### src/rtl/multicycle_control_fsm.sv
// Multicycle main control FSM: sequences fetch/decode/execute/memory/writeback,
// drives shared-ALU/shared-memory datapath controls, handles memory wait
// states with an optional timeout, and traps on illegal opcodes or timeouts.
module multicycle_control_fsm #(
  parameter int unsigned EXT_OPS     = 1,
  parameter int unsigned MEM_WAIT    = 1,
  parameter int unsigned MEM_TIMEOUT = 255,
  parameter int unsigned CNT_W       = 8
) (
  input  logic       clk,
  input  logic       rst,
  input  logic [6:0] opcode,
  input  logic       zero,
  input  logic       mem_ready,
  output logic       mem_req,
  output logic       PCWrite,
  output logic       AdrSrc,
  output logic       MemWrite,
  output logic       IRWrite,
  output logic [1:0] ResultSrc,
  output logic [1:0] ALUSrcA,
  output logic [1:0] ALUSrcB,
  output logic [2:0] ImmSrc,
  output logic [1:0] ALUOp,
  output logic       RegWrite,
  output logic       Branch,
  output logic       fault,
  output logic [1:0] fault_cause,
  output logic [3:0] state_dbg
);

  typedef enum logic [3:0] {
    S_FETCH    = 4'd0,
    S_DECODE   = 4'd1,
    S_MEMADR   = 4'd2,
    S_MEMREAD  = 4'd3,
    S_MEMWB    = 4'd4,
    S_MEMWRITE = 4'd5,
    S_EXECR    = 4'd6,
    S_EXECI    = 4'd7,
    S_ALUWB    = 4'd8,
    S_BEQ      = 4'd9,
    S_JAL      = 4'd10,
    S_LUI      = 4'd11,
    S_AUIPC    = 4'd12,
    S_TRAP     = 4'd15
  } state_t;

  typedef struct packed {
    logic       mem_req;
    logic       adr_src;
    logic       mem_write;
    logic [1:0] result_src;
    logic [1:0] alu_src_a;
    logic [1:0] alu_src_b;
    logic [1:0] alu_op;
    logic       reg_write;
    logic       branch;
    logic       pc_update;
  } ctrl_t;

  localparam logic [6:0] OP_LW    = 7'd3;
  localparam logic [6:0] OP_SW    = 7'd35;
  localparam logic [6:0] OP_R     = 7'd51;
  localparam logic [6:0] OP_ADDI  = 7'd19;
  localparam logic [6:0] OP_BEQ   = 7'd99;
  localparam logic [6:0] OP_JAL   = 7'd111;
  localparam logic [6:0] OP_LUI   = 7'd55;
  localparam logic [6:0] OP_AUIPC = 7'd23;

  localparam logic ext_ok = (EXT_OPS != 0);

  state_t           state;
  state_t           nxt;
  ctrl_t            ctrl;
  logic [CNT_W-1:0] wait_cnt;
  logic [1:0]       cause_nxt;
  logic             ready_eff;
  logic             timeout_hit;

  // Moore control values per state; FETCH's IRWrite/PCUpdate depend on
  // mem_ready and are produced combinationally below.
  function automatic ctrl_t decode_ctrl(input state_t s);
    ctrl_t c;
    c = '0;
    case (s)
      S_FETCH:    begin c.mem_req = 1'b1; c.alu_src_b = 2'b10; c.result_src = 2'b10; end
      S_DECODE:   begin c.alu_src_a = 2'b01; c.alu_src_b = 2'b01; end
      S_MEMADR:   begin c.alu_src_a = 2'b10; c.alu_src_b = 2'b01; end
      S_MEMREAD:  begin c.mem_req = 1'b1; c.adr_src = 1'b1; end
      S_MEMWB:    begin c.result_src = 2'b01; c.reg_write = 1'b1; end
      S_MEMWRITE: begin c.mem_req = 1'b1; c.adr_src = 1'b1; c.mem_write = 1'b1; end
      S_EXECR:    begin c.alu_src_a = 2'b10; c.alu_op = 2'b10; end
      S_EXECI:    begin c.alu_src_a = 2'b10; c.alu_src_b = 2'b01; c.alu_op = 2'b10; end
      S_ALUWB:    begin c.reg_write = 1'b1; end
      S_BEQ:      begin c.alu_src_a = 2'b10; c.alu_op = 2'b01; c.branch = 1'b1; end
      S_JAL:      begin c.alu_src_a = 2'b01; c.alu_src_b = 2'b10; c.pc_update = 1'b1; end
      S_LUI:      begin c.alu_src_a = 2'b11; c.alu_src_b = 2'b01; end
      S_AUIPC:    begin c.alu_src_a = 2'b01; c.alu_src_b = 2'b01; end
      default:    c = '0;
    endcase
    return c;
  endfunction

  assign ready_eff   = (MEM_WAIT == 0) ? 1'b1 : mem_ready;
  assign timeout_hit = (MEM_TIMEOUT != 0) && (wait_cnt == CNT_W'(MEM_TIMEOUT)) && !ready_eff;

  // Next-state and trap-cause selection.
  always_comb begin
    nxt       = state;
    cause_nxt = fault_cause;
    case (state)
      S_FETCH:    if (ready_eff) nxt = S_DECODE;
      S_DECODE: begin
        nxt       = S_TRAP;
        cause_nxt = 2'b10;
        if (opcode == OP_LW || opcode == OP_SW) begin
          nxt = S_MEMADR; cause_nxt = fault_cause;
        end else if (opcode == OP_R) begin
          nxt = S_EXECR; cause_nxt = fault_cause;
        end else if (opcode == OP_ADDI) begin
          nxt = S_EXECI; cause_nxt = fault_cause;
        end else if (opcode == OP_BEQ) begin
          nxt = S_BEQ; cause_nxt = fault_cause;
        end else if (opcode == OP_JAL) begin
          nxt = S_JAL; cause_nxt = fault_cause;
        end else if (ext_ok && opcode == OP_LUI) begin
          nxt = S_LUI; cause_nxt = fault_cause;
        end else if (ext_ok && opcode == OP_AUIPC) begin
          nxt = S_AUIPC; cause_nxt = fault_cause;
        end
      end
      S_MEMADR:   nxt = (opcode == OP_LW) ? S_MEMREAD : S_MEMWRITE;
      S_MEMREAD:  if (ready_eff) nxt = S_MEMWB;
      S_MEMWB:    nxt = S_FETCH;
      S_MEMWRITE: if (ready_eff) nxt = S_FETCH;
      S_EXECR:    nxt = S_ALUWB;
      S_EXECI:    nxt = S_ALUWB;
      S_ALUWB:    nxt = S_FETCH;
      S_BEQ:      nxt = S_FETCH;
      S_JAL:      nxt = S_ALUWB;
      S_LUI:      nxt = S_ALUWB;
      S_AUIPC:    nxt = S_ALUWB;
      S_TRAP:     nxt = S_TRAP;
      default:    nxt = S_FETCH;
    endcase
    if (ctrl.mem_req && timeout_hit) begin
      nxt       = S_TRAP;
      cause_nxt = 2'b01;
    end
  end

  // State, wait counter, sticky fault, and Moore outputs registered from the next state.
  always_ff @(posedge clk or posedge rst) begin
    if (rst) begin
      state       <= S_FETCH;
      wait_cnt    <= '0;
      fault       <= 1'b0;
      fault_cause <= '0;
      ctrl        <= decode_ctrl(S_FETCH);
    end else begin
      state       <= nxt;
      fault_cause <= cause_nxt;
      fault       <= (nxt == S_TRAP);
      ctrl        <= decode_ctrl(nxt);
      if (nxt != state)
        wait_cnt <= '0;
      else if (ctrl.mem_req && !ready_eff)
        wait_cnt <= wait_cnt + CNT_W'(1);
    end
  end

  // Output drive; input-dependent write strobes are suppressed while rst is high.
  always_comb begin
    mem_req   = ctrl.mem_req;
    AdrSrc    = ctrl.adr_src;
    MemWrite  = ctrl.mem_write;
    ResultSrc = ctrl.result_src;
    ALUSrcA   = ctrl.alu_src_a;
    ALUSrcB   = ctrl.alu_src_b;
    ALUOp     = ctrl.alu_op;
    RegWrite  = ctrl.reg_write;
    Branch    = ctrl.branch;
    IRWrite   = (state == S_FETCH) && ready_eff && !rst;
    PCWrite   = !rst && (((state == S_FETCH) && ready_eff) || ctrl.pc_update ||
                         (ctrl.branch && zero));
    state_dbg = state;
  end

  // Immediate format select, decoded from opcode in every state.
  always_comb begin
    ImmSrc = 3'b000;
    case (opcode)
      OP_LW, OP_ADDI:  ImmSrc = 3'b000;
      OP_SW:           ImmSrc = 3'b001;
      OP_BEQ:          ImmSrc = 3'b010;
      OP_JAL:          ImmSrc = 3'b011;
      OP_LUI, OP_AUIPC: ImmSrc = ext_ok ? 3'b100 : 3'b000;
      default:         ImmSrc = 3'b000;
    endcase
  end

endmodule

### config.mk
export PLATFORM = sky130hd
export DESIGN_NAME = multicycle_control_fsm
export DESIGN_NICKNAME = d
export VERILOG_FILES = /design/src/rtl/multicycle_control_fsm.sv
export SDC_FILE = /design/constraint.sdc
export NUM_CORES = 1
export LEC_CHECK = 0
export ABC_AREA = 1
export ABC_CLOCK_PERIOD_IN_PS = 2000
export CORE_ASPECT_RATIO = 0.7
export CORE_UTILIZATION = 51
export CTS_CLUSTER_DIAMETER = 100
export CTS_CLUSTER_SIZE = 40
export DETAILED_ROUTE_END_ITERATION = 10
export PLACE_DENSITY_LB_ADDON = 0.15
export SLEW_MARGIN = 25
export SYNTH_ARGS = -nofsm -noshare
export SYNTH_HDL_FRONTEND = slang
export SYNTH_SLANG_ARGS = --single-unit
### constraint.sdc
create_clock -name clk -period 2 [get_ports clk]
set_input_delay 0.4 -clock clk [delete_from_list [all_inputs] [get_ports clk]]
set_output_delay 0.4 -clock clk [all_outputs]
set_load 0.05 [all_outputs]
[Word level (Yosys, flattened, before mapping)]
Index checks and enable logic that the tools add are counted.
Cells by class
  $add $sub $neg: 1
  equality and inequality tests: 40
  mux-type cells: 35
  reductions and logical operators: 27
Operators by type and width (number)
  4-bit == test, second input constant: 10
  4-bit by 3-bit == test with 1-bit output, second input constant: 7
  4-bit 2-to-1 mux: 7
  4-bit case mux with 7 select lines: 1
  7-bit by 6-bit == test with 1-bit output, second input constant: 3
  2-bit 2-to-1 mux: 10
  4-bit by 2-bit == test with 1-bit output, second input constant: 4
  8-bit 2-to-1 mux: 2
  7-bit by 5-bit == test with 1-bit output, second input constant: 2
  7-bit == test, second input constant: 2
  2-bit by 1-bit != test with 1-bit output, second input constant: 7
  3-bit 2-to-1 mux: 4
  2-bit case mux with 2 select lines: 3
  3-bit case mux with 4 select lines: 1
  2-bit OR reduction: 5
  5-bit OR reduction: 2
  8-bit by 1-bit adder with 8-bit output, second input constant: 1
  4-bit by 1-bit == test with 1-bit output, second input constant: 2
  8-bit == test, second input constant: 1
  4-bit logical NOT: 2
  8-bit AND reduction: 1
  7-bit by 2-bit == test with 1-bit output, second input constant: 1
  1-bit logical AND: 7
  1-bit 2-to-1 mux: 6
  other kinds (7): 12
Storage, ports and cells
  bits in registers: 29
  input port bits: 11
  output and inout bits: 25
  logic and storage cells: 117

[Logic depth before layout (Yosys ltp)]
  word-level depth: 13
  depth in mapped cells: 12
  depth with buffers taken out: 12

[Worst setup path after synthesis]
OpenSTA, ideal clock, no wires.
  kind: in2out
  start: input port opcode[1]
  end: output port ImmSrc[0]
  arrival: 1836 ps
  slack: -236 ps
  cell stages on the path: 4
  cells stage by stage: nand2_1 > inv_2 > nand3_1 > o31ai_1
Between the ends
  word-level cells in the longest chain between the ends: 3
  elaborated cells between the ends (all ways): 7
Ends and longest elaborated chain
  from (decl): line 12  | input logic [6:0] opcode,
  7-bit by 6-bit == test with 1-bit output or 7-bit by 5-bit == test with 1-bit output (tied branches): line 193  | case (opcode)
  2-bit OR reduction: line 193
  3-bit case mux with 4 select lines (*): line 193
  to (decl): line 23  | output logic [2:0] ImmSrc,
Mark *: on every way between the ends. The rest lies on a longest branch, timed or not.

[Final worst setup path]
  start: input port opcode[1]
  end: output port ImmSrc[2]
Same word-level chain as after synthesis.

==> results_dict.tcl <==
set metrics [dict create \
    io_pins 36 \
    p_clk_share_pct 48.3 \
    setup_violations 0 \
    ys_ff_latch 29 \
    timing.rr.end "wait_cnt[3]" \
    postSynthNetCount 247 \
    critPathLaunchType "input port" \
    die_y_um 51.7 \
    cp_slowest_stage_delay_ns 0.47 \
    status "finished, final reports clean" \
    synth_area_per_cell_um2 7.67 \
    critPathKind "in -> out" \
    synthDistinctLibCells 26 \
    path_buf_inv 4 \
    p_leak_nw 1.34 \
    maxCapViolations 0 \
    slew_violations 0 \
    rows 17 \
    n_fill_cell 242 \
    finalCriticalPeriod_ns 1.94 \
    fin_area_um2 2620 \
    whs_path_depth 2 \
    dpl.hpwl_um 3210 \
    synth_xor_area_share_pct 2.43 \
    grt_max_degree 30 \
    layout-drive-gt1-share_pct 38.1 \
    hold_path_class "reg -> reg" \
    pwr-share-comb_pct 6.6 \
    nets 310 \
    synthAdderAreaFrac_pct 0.694 \
    clk_latency_ns 0.28 \
    synthCells 235 \
    final_common_cell "nand2_1" \
    cts.clk_slew.worst_paths_ns 0.06 \
    hold_viol 0 \
    fin_cells 346 \
    drc_errors 0 \
    required_ns 1.60 \
    switching_share_pct 20.9 \
    cts_tree "yes" \
    whs_ns 0.509 \
    seq_power_share_pct 45.1 \
    fin_setup_tns_ns 0 \
    p_total_mw 1.30 \
    dp_slack_ns -0.308 \
    gp_congestion 0.911 \
    critical-path-top-delay-family "buffers and inverters" \
    overflow 0 \
    clock.fmax_mhz 514 \
    power.internal_mw 1.03 \
    hold_buffers 0 \
    grt_setup_unrepaired "no" \
    pwr_density_cell_nw_per_um2 497 \
    critical_path.cell_chain "clkdlybuf4s50_1, nand2_2, inv_2, buf_6, nand2_1, nor2_2, buf_12" \
    floorplan.die_area_um2 3780 \
    finalWorstSetupSlack_ns 0.0560 \
    drtPass1Iterations 5 \
    via_per_inst 5.03 \
    final_cell_mix "47 x nand2_1, 35 x buf_4, 24 x dfrtp_1, 24 x inv_1, 20 x nor2_1" \
    r2r_start "wait_cnt[0]" \
    yosys.area.top_type "dfrtp_1" \
    grt_usage_pct 25.5 \
    ys_top_cells_by_area "dfrtp_1 36%, nand2_1 10%, inv_1 5.8%" \
    period_share_pct 97.2 \
    portBuffers 35 \
    regArea_um2 732 \
    worst-path-max-fanout 3 \
    multi_input_area_um2 961 \
    arrival_ns 1.54 \
    dp.cells 335 \
    syn-cell-area_um2 1800 \
    wl_per_cell_um 12.6 \
    finalWirelength_um 4360 \
    ir_drop_v 0.000422 \
    cts_sinks 29 \
    ant_nets 0 \
    seq_area_frac_synth_pct 40.5 \
    slew_headroom_pct 66.2 \
    p_sw_mw 0.272 \
    first_global_vias 1534 \
    clk_path_buf_depth 2 \
    place_area_um2 2390 \
    antenna_found_initial 0 \
    cpMaxStageDelayCell "clkdlybuf4s50_1" \
    worst_pin_slew_ns 0.506 \
    synth_top_area_share_pct 36.1 \
    numCtsBuffers 5 \
    n_antenna_cell 0 \
    end_kind "output pin" \
    start_util_pct 55.4 \
    ff2ff_path_depth 11 \
    grt_pass1_wl_um 7080 \
    root_buffer "clkbuf_8" \
    ff2ff_setup_slack_ns 0.12 \
    vias 1742 \
    drt-initial-drc-count 120 \
    synthToLayoutAreaGrowth_pct 45.2 \
    cts.htree.levels 2 \
    min_from "fault_cause[0]" \
    final_core_util_pct 80.5 \
    clock_skew_ns 0.00851 \
    core_area_um2 3250 \
    synth_top_family_by_area "simple AND/OR/NAND/NOR gates" \
    synthMuxAreaShare_pct 0 \
    ys.warnings.count 0 \
    synth_compound_area_share_pct 5.00 \
    holdPathEnd "fault_cause[0]" \
    synth-simple-area-share_pct 40.2 \
    die_w_um 73.1 \
]
worst reg2reg max path, cell delays in order, from the launching register on:
cell	delay, ns
dfrtp_1	0.38
ha_1	0.18
nand2_1	0.09
nor2_1	0.21
nand4_4	0.18
nand3_4	0.17
inv_2	0.07
nand2_1	0.07
nand2_2	0.06
nor2_4	0.12
nand3_4	0.15
nor2_2	0.12
how the worst max path moves through the flow:
| stage | start | end | depth (start not counted) |
|---|---|---|---|
| after global placement | opcode[3] | ALUSrcB[0] | 11 |
| after floorplan | state_dbg[3] | PCWrite | 3 |
| after detailed placement | opcode[3] | wait_cnt[2] | 11 |
| final | opcode[1] | ImmSrc[2] | 7 |
| after CTS | opcode[6] | ImmSrc[0] | 5 |
| after global routing | opcode[1] | ImmSrc[2] | 7 |
cell usage after synthesis (all sizes together):
library cell / n
buf: 8
o21ai: 7
inv: 38
a31o: 1
ha: 1
dfrtp: 26
nand4: 8
nor2: 45
a21oi: 7
nor3: 3
xor2: 5
dfstp: 3
nand3: 27
o31ai: 1
nand2: 55
timing repair:
item / 4_1_cts / 5_1_grt
resized for setup: 14 / 17
pin swaps: 3 / 5
setup endpoints to repair: 15 / 21
setup buffers: 0 / 3
area by class of cell:
class | instances | share of cell area, %
Clock buffer | 7 | 3.30
Timing Repair Buffer | 64 | 23.2
Tap cell | 47 | 2.25
Multi-Input combinational cell | 160 | 36.7
Inverter | 38 | 5.45
Sequential cell | 29 | 28.0
Clock inverter | 1 | 1.15
flip-flops by register name, indices dropped and copies added, names as in the netlist:
register / count
ALUOp: 2
ALUSrcA: 2
ALUSrcB: 2
AdrSrc: 1
Branch: 1
MemWrite: 1
RegWrite: 1
ResultSrc: 2
ctrl: 1
fault: 1
fault_cause: 2
mem_req: 1
state_dbg: 4
wait_cnt: 8
metal layers:
metal	vias to the layer above	global-route usage, %	routed length, um
met2	66	35.6	1850
met3	5	6.78	293
met5	-	0	0
met1	811	37.8	2190
met4	0	8.82	34
li1	860	-	-
power groups by stage:
stage | Combinational, mW | Sequential, mW | Clock (mW)
after floorplan | 0.0299 | 0.598 | 0
after global placement | 0.0759 | 0.598 | 0
after detailed placement | 0.0771 | 0.598 | 0
after CTS | 0.0807 | 0.587 | 0.631
after global routing | 0.0936 | 0.587 | 0.656
final | 0.0854 | 0.587 | 0.628
kinds of logic after synthesis:
| kind of cell | after synthesis |
|---|---|
| and+or+nand+nor | 138 |
| buffers and inverters | 46 |
| DFF | 29 |
| AOI/OAI and AO/OA | 16 |
| xor gates and xnor gates | 5 |
| adders and majority gates | 1 |
(Power assumes the default switching activity.)
